File: src/rtl/scan_chain_controller.sv
// rtl/scan_chain_controller.sv - byte stream <-> serial scan chain driver
// Exchange passes shift new bytes in; rotate passes loop scan_out back to scan_in.
module scan_chain_controller #(
  parameter int CHAIN_LEN  = 256,
  parameter int DATA_WIDTH = 8
) (
  input  logic                  i_clk,
  input  logic                  i_rst,
  input  logic                  i_start,
  input  logic                  i_mode,
  input  logic [DATA_WIDTH-1:0] i_in_data,
  input  logic                  i_in_valid,
  output logic                  o_in_ready,
  output logic [DATA_WIDTH-1:0] o_out_data,
  output logic                  o_out_valid,
  input  logic                  i_out_ready,
  output logic                  o_busy,
  output logic                  o_done,
  output logic                  o_scan_enable,
  output logic                  o_scan_in,
  input  logic                  i_scan_out
);

  localparam int NUM_BYTES = CHAIN_LEN / DATA_WIDTH;
  localparam int BIT_W     = (DATA_WIDTH > 1) ? $clog2(DATA_WIDTH) : 1;
  localparam int BYTE_W    = (NUM_BYTES > 1) ? $clog2(NUM_BYTES) : 1;

  typedef enum logic [1:0] {S_IDLE, S_FETCH, S_SHIFT, S_OUT} state_t;

  state_t                r_state;
  state_t                w_next_state;
  logic                  r_mode;
  logic [BIT_W-1:0]      r_bit_cnt;
  logic [BYTE_W-1:0]     r_byte_cnt;
  logic [DATA_WIDTH-1:0] r_tx;
  logic [DATA_WIDTH-1:0] r_rx;
  logic [DATA_WIDTH-1:0] r_out_data;
  logic                  r_busy;
  logic                  r_done;

  logic                  w_in_ready;
  logic                  w_out_valid;
  logic                  w_scan_enable;
  logic                  w_last_bit;
  logic                  w_last_byte;
  logic [DATA_WIDTH-1:0] w_rx_next;

  assign w_last_bit  = (r_bit_cnt == BIT_W'(DATA_WIDTH - 1));
  assign w_last_byte = (r_byte_cnt == BYTE_W'(NUM_BYTES - 1));
  assign w_rx_next   = {r_rx[DATA_WIDTH-2:0], i_scan_out};

  always_comb begin
    w_next_state  = r_state;
    w_in_ready    = 1'b0;
    w_out_valid   = 1'b0;
    w_scan_enable = 1'b0;
    case (r_state)
      S_IDLE: begin
        if (i_start) w_next_state = i_mode ? S_SHIFT : S_FETCH;
      end
      S_FETCH: begin
        w_in_ready = 1'b1;
        if (i_in_valid) w_next_state = S_SHIFT;
      end
      S_SHIFT: begin
        w_scan_enable = 1'b1;
        if (w_last_bit) w_next_state = S_OUT;
      end
      S_OUT: begin
        w_out_valid = 1'b1;
        if (i_out_ready) begin
          if (w_last_byte) w_next_state = S_IDLE;
          else             w_next_state = r_mode ? S_SHIFT : S_FETCH;
        end
      end
      default: w_next_state = S_IDLE;
    endcase
  end

  always_ff @(posedge i_clk) begin
    if (i_rst) r_state <= S_IDLE;
    else       r_state <= w_next_state;
  end

  always_ff @(posedge i_clk) begin
    if (i_rst) begin
      r_mode     <= 1'b0;
      r_bit_cnt  <= '0;
      r_byte_cnt <= '0;
      r_tx       <= '0;
      r_rx       <= '0;
      r_out_data <= '0;
      r_busy     <= 1'b0;
      r_done     <= 1'b0;
    end else begin
      r_done <= 1'b0;
      case (r_state)
        S_IDLE: begin
          if (i_start) begin
            r_mode     <= i_mode;
            r_bit_cnt  <= '0;
            r_byte_cnt <= '0;
            r_busy     <= 1'b1;
          end
        end
        S_FETCH: begin
          if (i_in_valid) r_tx <= i_in_data;
        end
        S_SHIFT: begin
          // First bit captured lands in the MSB after DATA_WIDTH shifts.
          r_rx <= w_rx_next;
          r_tx <= {r_tx[DATA_WIDTH-2:0], 1'b0};
          if (w_last_bit) begin
            r_bit_cnt  <= '0;
            r_out_data <= w_rx_next;
          end else begin
            r_bit_cnt <= r_bit_cnt + BIT_W'(1);
          end
        end
        S_OUT: begin
          if (i_out_ready) begin
            if (w_last_byte) begin
              r_byte_cnt <= '0;
              r_busy     <= 1'b0;
              r_done     <= 1'b1;
            end else begin
              r_byte_cnt <= r_byte_cnt + BYTE_W'(1);
            end
          end
        end
        default: ;
      endcase
    end
  end

  assign o_in_ready    = w_in_ready;
  assign o_out_valid   = w_out_valid;
  assign o_scan_enable = w_scan_enable;
  // Rotate mode closes the loop combinationally so the chain is restored after a pass.
  assign o_scan_in     = w_scan_enable & (r_mode ? i_scan_out : r_tx[DATA_WIDTH-1]);
  assign o_out_data    = r_out_data;
  assign o_busy        = r_busy;
  assign o_done        = r_done;

endmodule

File: config.mk
export PLATFORM = sky130hd
export DESIGN_NAME = scan_chain_controller
export DESIGN_NICKNAME = d
export VERILOG_FILES = /design/src/rtl/scan_chain_controller.sv
export SDC_FILE = /design/constraint.sdc
export NUM_CORES = 1
export LEC_CHECK = 0
export CORE_MARGIN = 5
export CORE_UTILIZATION = 55
export CTS_CLUSTER_DIAMETER = 60
export DETAILED_ROUTE_END_ITERATION = 10
export DONT_BUFFER_PORTS = 1
export GPL_ROUTABILITY_DRIVEN = 0
export MAX_ROUTING_LAYER = met4
export PLACE_DENSITY = 0.7
export SLEW_MARGIN = 20
export SYNTH_ARGS = -nofsm -noshare
export SYNTH_HDL_FRONTEND = slang
export SYNTH_SLANG_ARGS = --single-unit
File: constraint.sdc
create_clock -name i_clk -period 3.6 [get_ports i_clk]
set_clock_uncertainty 0.15 [all_clocks]
set_input_delay 0.18 -clock i_clk [delete_from_list [all_inputs] [get_ports i_clk]]
set_output_delay 0.18 -clock i_clk [all_outputs]
set_load 0.05 [all_outputs]
# Word level (Yosys, flattened, before mapping)
# Cells that the tools add are included.
[word_totals]
register_bits = 36
input_bits = 15
output_inout_bits = 14
word_cells = 62
[op_classes]
add_sub_neg = 2
eq_ne = 10
muxes = 26
bitwise = 3
reduce_logical = 12
[op_table]
columns = ["cell", "n"]
rows = [
  ["8-bit one-hot mux with 2 select lines", 1],
  ["5-bit two-way mux", 3],
  ["2-bit two-way mux", 7],
  ["2-bit != test (second input constant)", 5],
  ["5-bit one-hot mux with 2 select lines", 1],
  ["1-bit two-way mux", 8],
  ["8-bit two-way mux", 1],
  ["2-bit one-hot mux with 4 select lines", 1],
  ["2-bit AND reduction", 4],
  ["4-bit AND reduction", 2],
  ["3-bit two-way mux", 2],
  ["3-bit one-hot mux with 2 select lines", 1],
  ["2-bit nonzero test", 3],
  ["5-bit by 1-bit adder with 5-bit output (second input constant)", 1],
  ["5-bit equality test (second input constant)", 1],
  ["2-bit equality test (second input constant)", 2],
  ["3-bit by 1-bit adder with 3-bit output (second input constant)", 1],
  ["3-bit equality test (second input constant)", 1],
  ["3-bit AND reduction", 1],
  ["3-bit OR reduction", 1],
  ["2-bit by 1-bit equality test with 1-bit output (second input constant)", 1],
  ["2-bit logical NOT", 1],
  ["1-bit inverter", 2],
  ["1-bit one-hot mux with 2 select lines", 1],
  ["1-bit AND", 1],
]

# Longest topological paths before layout
[logic_depth]
ltp_word = 4
depth_mapped = 7
depth_no_buf = 6

# Worst setup path after synthesis
# No wires, ideal clock.
[synth_timing]
path_kind = "flip-flop to output port"
startpoint = "register r_state[0]"
endpoint = "output o_scan_in"
t_arrival_ns = 1.530
required_ns = 3.270
path_slack_ns = 1.740
stages_incl_launch_ff = 6
path_buffers = 3
cell_sequence = "dfxtp_1 > buf_4 > nand2b_1 > buf_2 > buf_2 > nor2_1"
[synth_between]
elab_chain_cells = 3
[synth_lines]
columns = ["item", "line", "rtl"]
rows = [
  ["start: declaration", "30", "state_t r_state;"],
  ["start signal: assignment", "82", "else r_state <= w_next_state;"],
  ["2-bit equality test", "57", "case (r_state)"],
  ["1-bit two-way mux", "57", ""],
  ["1-bit AND", "140", "assign o_scan_in = w_scan_enable & (r_mode ? i_scan_out : r_tx[DATA_WIDTH-1]);"],
  ["end: declaration", "20", "output logic o_scan_in,"],
]
# No other way between the ends.

# Worst setup path after layout
[layout_timing]
startpoint = "register r_state[1]"
endpoint = "register r_rx[0]"
[layout_between]
elab_chain_cells = 1
[layout_lines]
columns = ["item", "line", "rtl"]
rows = [
  ["2-bit equality test", "97", "case (r_state)"],
  ["end signal: assignment", "111", "r_rx <= w_rx_next;"],
  ["end: declaration", "36", "logic [DATA_WIDTH-1:0] r_rx;"],
]
# No other way between the ends.
# A chain may end at the register's enable or synchronous reset.

==> summary.txt <==
Floorplan
  • Initial Util: 0.581
  • Die Span X: 64.2 microns
  • Ports: 29
  • Std-Cell Rows: 19
  • Core area: 2780 sq um
  • Die H: 64.2 microns
  • Die area: 4120 sq um

Power and ir drop
  • Peak supply drop: 0.341 mV
  • Sw Share: 0.310
  • Comb pwr share: 0.168
  • Clk pwr share: 0.271
  • Sequential share of power: 0.561
  • Static leakage: 0.000647 uW
  • Int Power: 544 uW
  • Switching pwr: 245 uW
  • P per Cell Area: 435 nW/um^2

Cells and area
  • Layout cells sized above 1: 0.0990
  • N_diodes: 0
  • Final #Nets: 220
  • Layout Area Growth over Synthesis: 12.2%
  • Post-layout util: 0.652

STA
  • Fin. Hold Viols: 0
  • Worst-margin pin slew: 0.937 ns
  • Final Max Slew Viols: 0
  • Slew HR: 0.374
  • TNS Setup: 0 ns
  • Final cycle utilization of the critical path: 0.738
  • Peak Freq: 376 MHz
  • # setup viols final: 0
  • Final min period: 2.66 ns
  • RSZ-0062 raised after global routing: false

Global routing
  • Largest net degree at the start of global routing: 38
  • First-pass GRT wire length: 6130 microns
  • Initial antenna violation count: 0
  • Total track usage: 0.190
  • Via count of the first global-routing pass: 1287
  • Overflow left after global routing: 0

Critical path
  • Worst reg-to-reg setup slack: 0.94 ns
  • WP data required: 3.74 ns
  • R2R Path Start: r_state[1]
  • Worst setup SP type: flop
  • Critical Path Sink Type: flop
  • Critical path arrival: 2.80 ns
  • Critical path fanouts, max: 32
  • Reg2reg path depth: 6
  • Crit Path Category: reg2reg
  • Reg-to-reg endpoint: r_rx[0]

Routing
  • Via density: 6.04
  • Antenna viol nets, final: 0
  • Via count: 1408
  • DRT iter0 DRCs: 111
  • Detailed Route WL: 3580 microns
  • TritonRoute pass-1 iters: 4
  • DR WL/cell: 15.3 microns
  • Remaining routing DRC violations: 0

Place
  • IO buf count: 0
  • Final HPWL DP: 2220 microns

Yosys
  • Yosys cell types: 37
  • Commonest cells post-synth: nand2_1, dfxtp_1, a21oi_1
  • Synth area leaders: dfxtp_1, nand2_1, a21oi_1, a311oi_2, nand3_1
  • Synth Area in Compound Gates: 0.197
  • Post-synthesis register bit count: 36
  • EDFF count, synth: 0
  • Most common cell in the netlist: nand2_1
  • Adder-cell share of the synthesized area: 0.0310
  • Cell count after synthesis: 193
  • Top FF cell, synth: dfxtp_1
  • Synthesized area: 1620 sq um
  • Yosys Warn Count: 0
  • Syn_nets: 212
  • Syn_area_per_cell: 8.38 sq um
  • Synth area leader: dfxtp_1
  • Synth Area in Simple Gates: 0.250
  • Asr flop ratio synth: 0
  • Mux cell area share after synthesis: 0.0124
  • Synth top area share: 0.446
  • Register area share after synthesis: 0.446
  • Largest family of logic cells by synthesized area: simple AND/OR/NAND/NOR gates
  • Xor and xnor area share after synthesis: 0

Min path
  • Hold endpoint: o_done
  • Hold WC Path Type: in2reg
  • Worst Hold Depth: 2
  • Min-delay src: i_out_ready

CTS
  • Root Driver: clkbuf_4
  • Total CTS buffers: 5
  • H-tree Lvls: 2
  • Max clock buf depth: 2
  • CTS tree: yes
  • Worst-Skew Late Latency: 0.34 ns
  • Clk pin slew, worst setup/hold paths: 0.12 ns
  • CTS Sinks: 36
  • Post-CTS Resized: 0

Status
  • Status: completed

Run
  • Max-cap violations: 0
[layout make-up]
type / instances / area (sq um)
Clock buffer: 5 / 37.5
Clock inverter: 3 / 18.8
Fill cell: 248 / 968
Inverter: 7 / 26.3
Multi-Input combinational cell: 134 / 793
Sequential cell: 36 / 721
Tap cell: 31 / 38.8
Timing Repair Buffer: 17 / 178
[power by group through the flow]
| stage | logic (uW) | registers, uW | clock network [uW] |
|---|---|---|---|
| final | 132 | 442 | 214 |
| after global routing | 145 | 445 | 244 |
| after CTS | 130 | 442 | 218 |
| after detailed placement | 107 | 450 | 0 |
| after global placement | 102 | 449 | 0 |
| after floorplan | 114 | 440 | 0 |
[how the worst max path moves through the flow]
stage	end	from	cells past startpoint
6_report	r_rx[0]	r_state[1]	6
5_1_grt	o_out_data[3]	r_state[1]	6
4_1_cts	o_out_data[3]	r_state[1]	6
3_5_place_dp	r_tx[6]	r_state[0]	4
3_3_place_gp	o_scan_in	r_state[1]	2
2_1_floorplan	o_scan_in	r_state[0]	5
[metal layers]
| metal | vias to the layer above | track usage | share of wire |
|---|---|---|---|
| li1 | 693 | - | - |
| met4 | 0 | 0.0840 | 0.018 |
| met1 | 672 | 0.240 | 0.44 |
| met5 | - | - | 0 |
| met3 | 9 | 0.0630 | 0.063 |
| met2 | 34 | 0.276 | 0.48 |
[stage by stage]
| step | setup slack (ns) | hold slack, ns | instances | total power, uW | instance area [sq um] |
|---|---|---|---|---|---|
| final | 0.944 | 0.0221 | 233 | 788 | 1810 |
| after global routing | 0.757 | 0.0480 | 233 | 834 | 1810 |
| after CTS | 0.985 | 0.00591 | 233 | 789 | 1810 |
| after detailed placement | 1.38 | 0.107 | 209 | 557 | 1590 |
| after global placement | 1.44 | 0.102 | 209 | 551 | 1590 |
| after floorplan | 1.74 | 0.166 | 193 | 553 | 1620 |
[sequential cells by signal, indices dropped and copies added (netlist names)]
name        count
r_bit_cnt       3
r_rx            7
o_done          1
o_busy          1
r_tx            8
r_byte_cnt      5
r_mode          1
r_state         2
o_out_data      8
[critical path: stages, from the launching register on]
cell and delay, ns:
dfxtp_1 0.62, nand2b_1 0.48, inv_2 0.15, buf_4 0.40
nand2_1 0.10, a21oi_1 0.15, dlygate4sd3_1 0.56
[cell usage in the layout, fill, tap and decap left out, types with 2 or more instances in the layout]
cell type and count:
inv_1 6, dfxtp_1 36, nand2_1 39, ha_1 4
dlygate4sd3_1 15, clkinv_2 2, nand4_1 2, a311oi_2 7
mux2i_1 2, o21ai_0 4, nor3_1 8, nand3b_1 2
and3b_1 3, a22oi_1 3, nor2_1 5, clkbuf_4 5
a21oi_1 23, nand3_1 14, a211oi_1 2
[timing repair]
item,4_1_cts,5_1_grt
hold buffers,16,0
setup buffers,0,0
hold endpoints to repair,36,0
[cell families after synthesis]
family	Yosys count
flip-flops	36
AND/OR/NAND/NOR	84
multiplexers	2
buffers and inverters	23
AO/OA/AOI/OAI	44
adder cells (fa/ha/maj)	4
No activity file was read; power rests on OpenSTA's default activity.
